--- config.mk ---
export PLATFORM = sky130hd
export DESIGN_NAME = uart_tx_feeder
export DESIGN_NICKNAME = d
export VERILOG_FILES = /design/src/rtl/uart_pkg.sv /design/src/rtl/sync_fifo.sv /design/src/rtl/uart_tx_feeder.sv
export SDC_FILE = /design/constraint.sdc
export NUM_CORES = 1
export LEC_CHECK = 0
export CORE_MARGIN = 1.5
export CORE_UTILIZATION = 44
export CTS_CLUSTER_DIAMETER = 80
export CTS_CLUSTER_SIZE = 14
export DETAILED_ROUTE_END_ITERATION = 7
export GPL_ROUTABILITY_DRIVEN = 0
export SETUP_SLACK_MARGIN = 0.5
export SLEW_MARGIN = 20
export SYNTH_ARGS = -nofsm -noshare
export SYNTH_HDL_FRONTEND = slang
export SYNTH_SLANG_ARGS = --single-unit
--- constraint.sdc ---
create_clock -name clk -period 4.9 [get_ports clk]
set_input_delay 1.47 -clock clk [delete_from_list [all_inputs] [get_ports clk]]
set_output_delay 1.47 -clock clk [all_outputs]
set_load 0.02 [all_outputs]
--- src/rtl/uart_pkg.sv ---
// Shared types for the UART transmit path: byte type and feeder FSM state.
package uart_pkg;

  typedef logic [7:0] uart_byte_t;

  typedef enum logic [1:0] {
    IDLE    = 2'd0,
    PRESENT = 2'd1,
    RELEASE = 2'd2
  } feeder_state_t;

  localparam int unsigned BYTE_W   = 8;
  localparam logic [7:0]  DROP_MAX = 8'hFF;

endpackage

--- src/rtl/sync_fifo.sv ---
// Synchronous FIFO with flush. The read port shows the head combinationally;
// a write into a full FIFO is accepted only when a pop happens in the same cycle.
module sync_fifo #(
  parameter int WIDTH = 8,
  parameter int DEPTH = 16,
  localparam int LVL_W = $clog2(DEPTH) + 1
) (
  input  logic             clk,
  input  logic             nrst,
  input  logic             flush,
  input  logic             wr_en,
  input  logic [WIDTH-1:0] wr_data,
  input  logic             rd_en,
  output logic [WIDTH-1:0] rd_data,
  output logic             full,
  output logic             empty,
  output logic [LVL_W-1:0] level,
  output logic             wr_drop
);

  localparam int PTR_W = $clog2(DEPTH);

  logic [WIDTH-1:0] mem [DEPTH];
  logic [PTR_W-1:0] wr_ptr;
  logic [PTR_W-1:0] rd_ptr;
  logic             push;
  logic             pop;

  assign full  = (level == LVL_W'(DEPTH));
  assign empty = (level == '0);

  // flush dominates a same-cycle write, and such a write is not an overflow
  assign pop     = rd_en && !empty;
  assign push    = wr_en && !flush && (!full || pop);
  assign wr_drop = wr_en && !flush && full && !pop;

  assign rd_data = mem[rd_ptr];

  always_ff @(posedge clk) begin
    if (push) begin
      mem[wr_ptr] <= wr_data;
    end
  end

  always_ff @(posedge clk) begin
    if (!nrst) begin
      wr_ptr <= '0;
      rd_ptr <= '0;
      level  <= '0;
    end else if (flush) begin
      wr_ptr <= '0;
      rd_ptr <= '0;
      level  <= '0;
    end else begin
      if (push) begin
        wr_ptr <= wr_ptr + 1'b1;
      end
      if (pop) begin
        rd_ptr <= rd_ptr + 1'b1;
      end
      case ({push, pop})
        2'b10:   level <= level + 1'b1;
        2'b01:   level <= level - 1'b1;
        default: level <= level;
      endcase
    end
  end

endmodule

--- src/rtl/uart_tx_feeder.sv ---
// Buffered byte source for the UART transmitter (data / data_valid / tx_ack).
// Optional saturating drop counter on port drop_count: UART_TX_FEEDER_DROP_CNT_EN.
module uart_tx_feeder
  import uart_pkg::*;
#(
  parameter int DEPTH = 16,
  localparam int LVL_W = $clog2(DEPTH) + 1
) (
  input  logic             clk,
  input  logic             nrst,
  input  logic [7:0]       wr_data,
  input  logic             wr_en,
  input  logic             flush,
  input  logic             clr_ovf,
  output logic             full,
  output logic             empty,
  output logic [LVL_W-1:0] level,
  output logic             overflow,
  output logic             busy,
  output logic [7:0]       data,
  output logic             data_valid,
  input  logic             tx_ack,
`ifdef UART_TX_FEEDER_DROP_CNT_EN
  output logic [7:0]       drop_count,
`endif
  output logic [1:0]       state_dbg
);

  feeder_state_t state;
  feeder_state_t state_nxt;
  logic          pop;
  logic          wr_drop;
  uart_byte_t    fifo_head;
  uart_byte_t    data_q;

  sync_fifo #(
    .WIDTH (BYTE_W),
    .DEPTH (DEPTH)
  ) u_fifo (
    .clk     (clk),
    .nrst    (nrst),
    .flush   (flush),
    .wr_en   (wr_en),
    .wr_data (wr_data),
    .rd_en   (pop),
    .rd_data (fifo_head),
    .full    (full),
    .empty   (empty),
    .level   (level),
    .wr_drop (wr_drop)
  );

  // Handshake: data_valid is a level that stays high with data frozen until
  // tx_ack is seen; it then drops and the next byte is only offered once
  // tx_ack has returned low, so every byte produces a fresh data_valid edge.
  always_ff @(posedge clk) begin
    if (!nrst) begin
      state <= IDLE;
    end else begin
      state <= state_nxt;
    end
  end

  always_comb begin
    state_nxt = state;
    pop       = 1'b0;
    case (state)
      IDLE: begin
        if (!empty && !tx_ack) begin
          pop       = 1'b1;
          state_nxt = PRESENT;
        end
      end
      PRESENT: begin
        if (tx_ack) begin
          state_nxt = RELEASE;
        end
      end
      RELEASE: begin
        if (!tx_ack) begin
          state_nxt = IDLE;
        end
      end
      default: state_nxt = IDLE;
    endcase
  end

  always_ff @(posedge clk) begin
    if (!nrst) begin
      data_q <= '0;
    end else if (pop) begin
      data_q <= fifo_head;
    end
  end

  // a drop in the same cycle as a clear leaves the flag set
  always_ff @(posedge clk) begin
    if (!nrst) begin
      overflow <= 1'b0;
    end else if (wr_drop) begin
      overflow <= 1'b1;
    end else if (clr_ovf) begin
      overflow <= 1'b0;
    end
  end

`ifdef UART_TX_FEEDER_DROP_CNT_EN
  logic [7:0] drop_cnt_q;

  always_ff @(posedge clk) begin
    if (!nrst) begin
      drop_cnt_q <= '0;
    end else if (wr_drop) begin
      if (drop_cnt_q != DROP_MAX) begin
        drop_cnt_q <= drop_cnt_q + 8'd1;
      end
    end else if (clr_ovf) begin
      drop_cnt_q <= '0;
    end
  end

  assign drop_count = drop_cnt_q;
`endif

  assign data       = data_q;
  assign data_valid = (state == PRESENT);
  assign busy       = (state != IDLE) || !empty;
  assign state_dbg  = state;

endmodule

## After elaboration in Yosys (flattened, before gate mapping)

Memory sizes are Yosys's and may differ from the RTL's. A register that Yosys moved wholly into a read port is not among the register bits.
Cells that the tools add are included.

| storage, ports and cells | value |
|---|---|
| bits in writable memories | 128 |
| bits in registers | 16 |
| output and inout port bits | 20 |
| memories kept | 1 |
| word-level logic and storage cells | 51 |

| cells by class | value |
|---|---|
| $add $sub $neg | 4 |
| eq/ne operators | 8 |
| reduce and logical (&&, ||, !) cells | 21 |
| bitwise operators | 1 |
| muxes and demuxes | 11 |

Memory list:

| memory | depth | width | read ports | clocked after memory_dff | write ports | line | text |
|---|---|---|---|---|---|---|---|
| u_fifo.mem | 16 | 8 | 1 | 1 | 1 | sync_fifo.sv:23 | `logic [WIDTH-1:0] mem [DEPTH];` |

Operator list:

| operator | number |
|---|---|
| 5-bit one-hot mux with 2 select lines | 1 |
| 4-bit by 1-bit adder with 4-bit output (second input constant) | 2 |
| 1-bit logical AND | 6 |
| 1-bit logical NOT | 6 |
| 1-bit two-way mux | 6 |
| 2-bit two-way mux | 3 |
| 2-bit one-hot mux with 3 select lines | 1 |
| 2-bit nonzero test | 3 |
| 5-bit by 1-bit adder with 5-bit output (second input constant) | 1 |
| 5-bit equality test (second input constant) | 1 |
| 5-bit logical NOT | 1 |
| 5-bit by 1-bit subtractor with 5-bit output (second input constant) | 1 |
| 2-bit by 1-bit equality test with 1-bit output (second input constant) | 2 |
| 2-bit equality test (second input constant) | 2 |
| 2-bit inequality test (second input constant) | 2 |
| 3-bit AND reduction | 1 |
| 2-bit logical NOT | 1 |
| 1-bit logical OR | 2 |
| 2-bit by 1-bit inequality test with 1-bit output (second input constant) | 1 |
| 2-bit OR reduction | 1 |
| 1-bit NOT | 1 |

## Longest topological paths before layout

| logic depth | value |
|---|---|
| word-level depth | 10 |
| mapped depth | 12 |

## Modules after synthesis

From an unflattened synthesis, not the netlist that was laid out.

| unflattened totals | value |
|---|---|
| cells, all modules | 345 |
| area total of the unflattened synthesis | 6,404.9 µm² |

By module, submodules not included:

| module | cells each | area an instance (µm²) | times used |
|---|---|---|---|
| sync_fifo | 298 | 5,949.5 | 1 |
| uart_tx_feeder | 47 | 455.4 | 1 |

## Least setup slack after synthesis

OpenSTA, ideal clock, no wires.

| path | value |
|---|---|
| kind | input-to-reg |
| start | input port tx_ack |
| end | register u_fifo.level[4] |
| data required time | 4.781 ns |
| setup time | 0.119 ns |
| stages on the path | 11 |
| slack | 1.108 ns |
| arrival time | 3.673 ns |
| path buffers | 0 |
| path through | or3_4 > a31oi_4 > inv_1 > ha_1 > xor2_1 > ha_1 > a211o_1 > a211o_1 > a31oi_1 > xnor2_1 > nor2_1 |

| between the ends | value |
|---|---|
| word-level cells in the longest chain between the ends | 9 |
| elaborated cells on any way between the ends | 11 |

RTL lines:

| element | line | text |
|---|---|---|
| start: declaration | uart_tx_feeder.sv:22 | `input logic tx_ack,` |
| 1-bit logical NOT * | -- |  |
| 1-bit logical AND * | uart_tx_feeder.sv:69 | `if (!empty && !tx_ack) begin` |
| 1-bit two-way mux * | uart_tx_feeder.sv:69 |  |
| 1-bit two-way mux * | uart_tx_feeder.sv:67 | `case (state)` |
| 1-bit logical AND * | sync_fifo.sv:33 | `assign pop = rd_en && !empty;` |
| 1-bit logical OR | sync_fifo.sv:34 | `assign push = wr_en && !flush && (!full \|\| pop);` |
| 1-bit logical AND | sync_fifo.sv:34 |  |
| 2-bit by 1-bit equality test with 1-bit output or 2-bit equality test (tied branches) | sync_fifo.sv:61 | `case ({push, pop})` |
| 5-bit one-hot mux with 2 select lines or 2-bit nonzero test (tied branches) | -- |  |
| end signal: assignment | sync_fifo.sv:62 | `2'b10: level <= level + 1'b1;` |
| end signal: assignment | sync_fifo.sv:63 | `2'b01: level <= level - 1'b1;` |
| end signal: assignment | sync_fifo.sv:64 | `default: level <= level;` |
| end: declaration | sync_fifo.sv:17 | `output logic [LVL_W-1:0] level,` |

Every way passes the cells marked *; elsewhere a longest branch is shown, timed or not.
A chain may end at the register's enable or synchronous reset.

## Worst setup path after layout

Ends and elaborated chain as after synthesis.

==> impl_metrics.toml <==
[sta]
period_needed_ns = 4.02
setup_tns_ns = 0
fin_skew_ns = 0.00729
tightest_slew_ns = 1.01
finalHoldViolCount = 0
final-setup-viol-count = 0
fin_crit_sh_pct = 82.0
max_slew_margin_pct = 32.8
clock.fmax_mhz = 249
maxSlewViolCount = 0
rsz0062_at_grt = "false"
hold_ws_ns = 0.546
setup_ws_ns = 0.880

[routing]
wl_microns = 12700
detail_route.vias_per_cell = 5.41
drc = 2
drt-initial-drc-count = 312
vias = 3379
ant_nets = 0
drt_first_pass_iters = 6
routedWlPerCell_microns = 20.4

[clocking]
insertion_delay_ns = 0.42
clock-root-buffer = "clkbuf_16"
holdBufCountCts = 0
post_cts_buffers = 0
clock_path_buffers = 2
ctsHtreeMaxLevel = 4
cts_sinks = 152
cts_buffers = 17
cts_tree = "built"
post_cts_resized = 0
path_clk_slew_ns = 0.06

[layout]
final_layout_size_suffix_gt1_share_pct = 12.1
stdcell_count = 625
regArea_sq_um = 4330
area_growth_pct = 17.5
final_area_sq_um = 7220
multi_input_area_sq_um = 1680
diodes = 0
nNetsFinal = 455
n_fill_cell = 1172
final_util_pct = 52.4

[yosys]
yosysTopAreaCell = "edfxtp_1"
postSynthAreaPerCell_sq_um = 15.6
synth-async-reset-ratio_pct = 0
ys_warn_count = 0
synth-seq-area-share_pct = 70.4
netlist_area_sq_um = 6150
ys_seq_elements = 152
syn-num-nets = 416
synthDistinctLibCells = 41
synth_top_cell_area_share_pct = 62.5
synth_edf_count = 128
synth.area.top_cells = "edfxtp_1, dfxtp_1, mux2i_1"
synth_top_flop_cell = "edfxtp_1"
syn_inst = 393

[place]
placed_area_sq_um = 6650
io_buffer_count = 33
detailedPlace.worstSlack_ns = 0.446
dp_hpwl_microns = 8100
dp.cells = 593

[floorplanning]
rows = 43
core_region_area_sq_um = 13800
ios = 34
die_w_microns = 121
die_h_microns = 121
start_util_pct = 44.6
dieArea_sq_um = 14700

[global_routing]
grt-ovfl-total = 0
grt_pass1_wl_microns = 19500
grt_max_degree = 34
grt_use_total_pct = 18.7
antenna_found_initial = 0
grt_pass1_vias = 3390

[critical_path]
required_ns = 5.18
start_kind = "input port"
worstPathMaxFanout = 9
criticalPathCategory = "input port to register"
arrival_ns = 4.30
end_kind = "register"

[run_status]
violations = "design-rule violations"
status = "complete, but fails checks"

[pwr]
total_power_mw = 2.75
p_leak_nw = 2.29
powerDensity_nw_per_um2 = 381
vdd.ir_drop.worst_uv = 246

[run]
max_cap_violations = 0

[worst_hold_path]
hp-class = "register to register"
[path summary, 6_finish.rpt]
path / startpoint / end / slack, ns / cells past startpoint
hold / removal: data[1] / data[1] / 0.55 / 2
hold reg to reg: data[1] / data[1] / 0.55 / 2
setup reg to reg: state_dbg[1] / u_fifo.level[4] / 1.96 / 11
setup / recovery: tx_ack / u_fifo.level[4] / 0.88 / 12
[where the power goes]
part | internal [mW] | switching (mW)
clock | 0.751 | 0.484
combinational | 0.0398 | 0.0595
sequential | 1.41 | 0.00592
total | 2.20 | 0.550
[cells by family after synthesis]
family / count (synthesis) / share of synthesized area [%]
compound gates: 59 / 6.15
flops: 152 / 70.4
buf+inv: 29 / 2.26
fa+ha+maj: 9 / 1.83
xor+xnor: 11 / 1.57
simple gates: 79 / 6.60
mux: 54 / 11.2
[worst max-delay path, cell delays in order]
cell,delay (ns)
clkdlybuf4s50_1,0.44
or3_4,0.37
a31oi_4,0.33
inv_1,0.10
ha_1,0.28
xor2_1,0.17
ha_1,0.23
a211o_1,0.28
a211o_1,0.28
a31oi_1,0.16
xnor2_1,0.14
nor2_1,0.05
[layer usage]
| layer | vias to the layer above | track usage [%] | wire, microns |
|---|---|---|---|
| met5 | - | 0 | 0 |
| met3 | 20 | 4.28 | 540 |
| met2 | 86 | 29.5 | 6200 |
| met4 | 0 | 8.31 | 303 |
| li1 | 1592 | - | - |
| met1 | 1681 | 25.0 | 5680 |
[cell type report]
class / instances / share of cell area, %
clock buffers: 26 / 7.38
flip-flops and latches: 152 / 59.9
well taps: 180 / 3.12
multi-input cells: 212 / 23.3
clock inverters: 6 / 0.502
repair buffers: 41 / 5.40
inverters: 8 / 0.416
[registers in the layout, summed over array words and instances (netlist names)]
name	count
u_fifo.wr_ptr	4
state_dbg	2
u_fifo.level	5
overflow	1
u_fifo.mem	128
data	8
u_fifo.rd_ptr	4
[synthesized netlist by cell type (4+ instances only)]
cell	n
a2111oi_0	4
a21oi_1	12
buf_2	12
clkbuf_1	7
dfxtp_1	24
edfxtp_1	128
ha_1	9
inv_1	8
mux2i_1	42
mux4_2	12
nand2_1	18
nand2b_1	5
nor2_1	27
nor3_1	8
o21ai_0	13
o22ai_1	21
or3_1	4
xnor2_1	4
xor2_1	7
[cells in the final DEF (no fill, tap or decap), types with 2 or more instances in the layout]
cell,Yosys,routed
nand3b_1,2,2
nand2_1,18,18
a21oi_1,12,12
inv_4,0,2
xnor2_1,4,4
nor2b_1,2,2
dfxtp_1,24,23
nand2b_1,5,5
or3_1,4,4
clkdlybuf4s50_1,0,33
inv_1,8,8
nor3_1,8,8
nand4_1,2,2
buf_4,0,8
nor2_1,27,27
clkbuf_1,7,5
a211o_1,2,2
edfxtp_1,128,128
clkinv_2,0,3
nor4bb_1,2,2
a2111oi_0,4,4
clkbuf_16,0,20
mux4_2,12,12
mux2i_1,42,42
o22ai_1,21,21
o21ai_0,13,13
ha_1,9,9
xor2_1,7,7
Note: power is estimated with default switching activity, not from simulation.
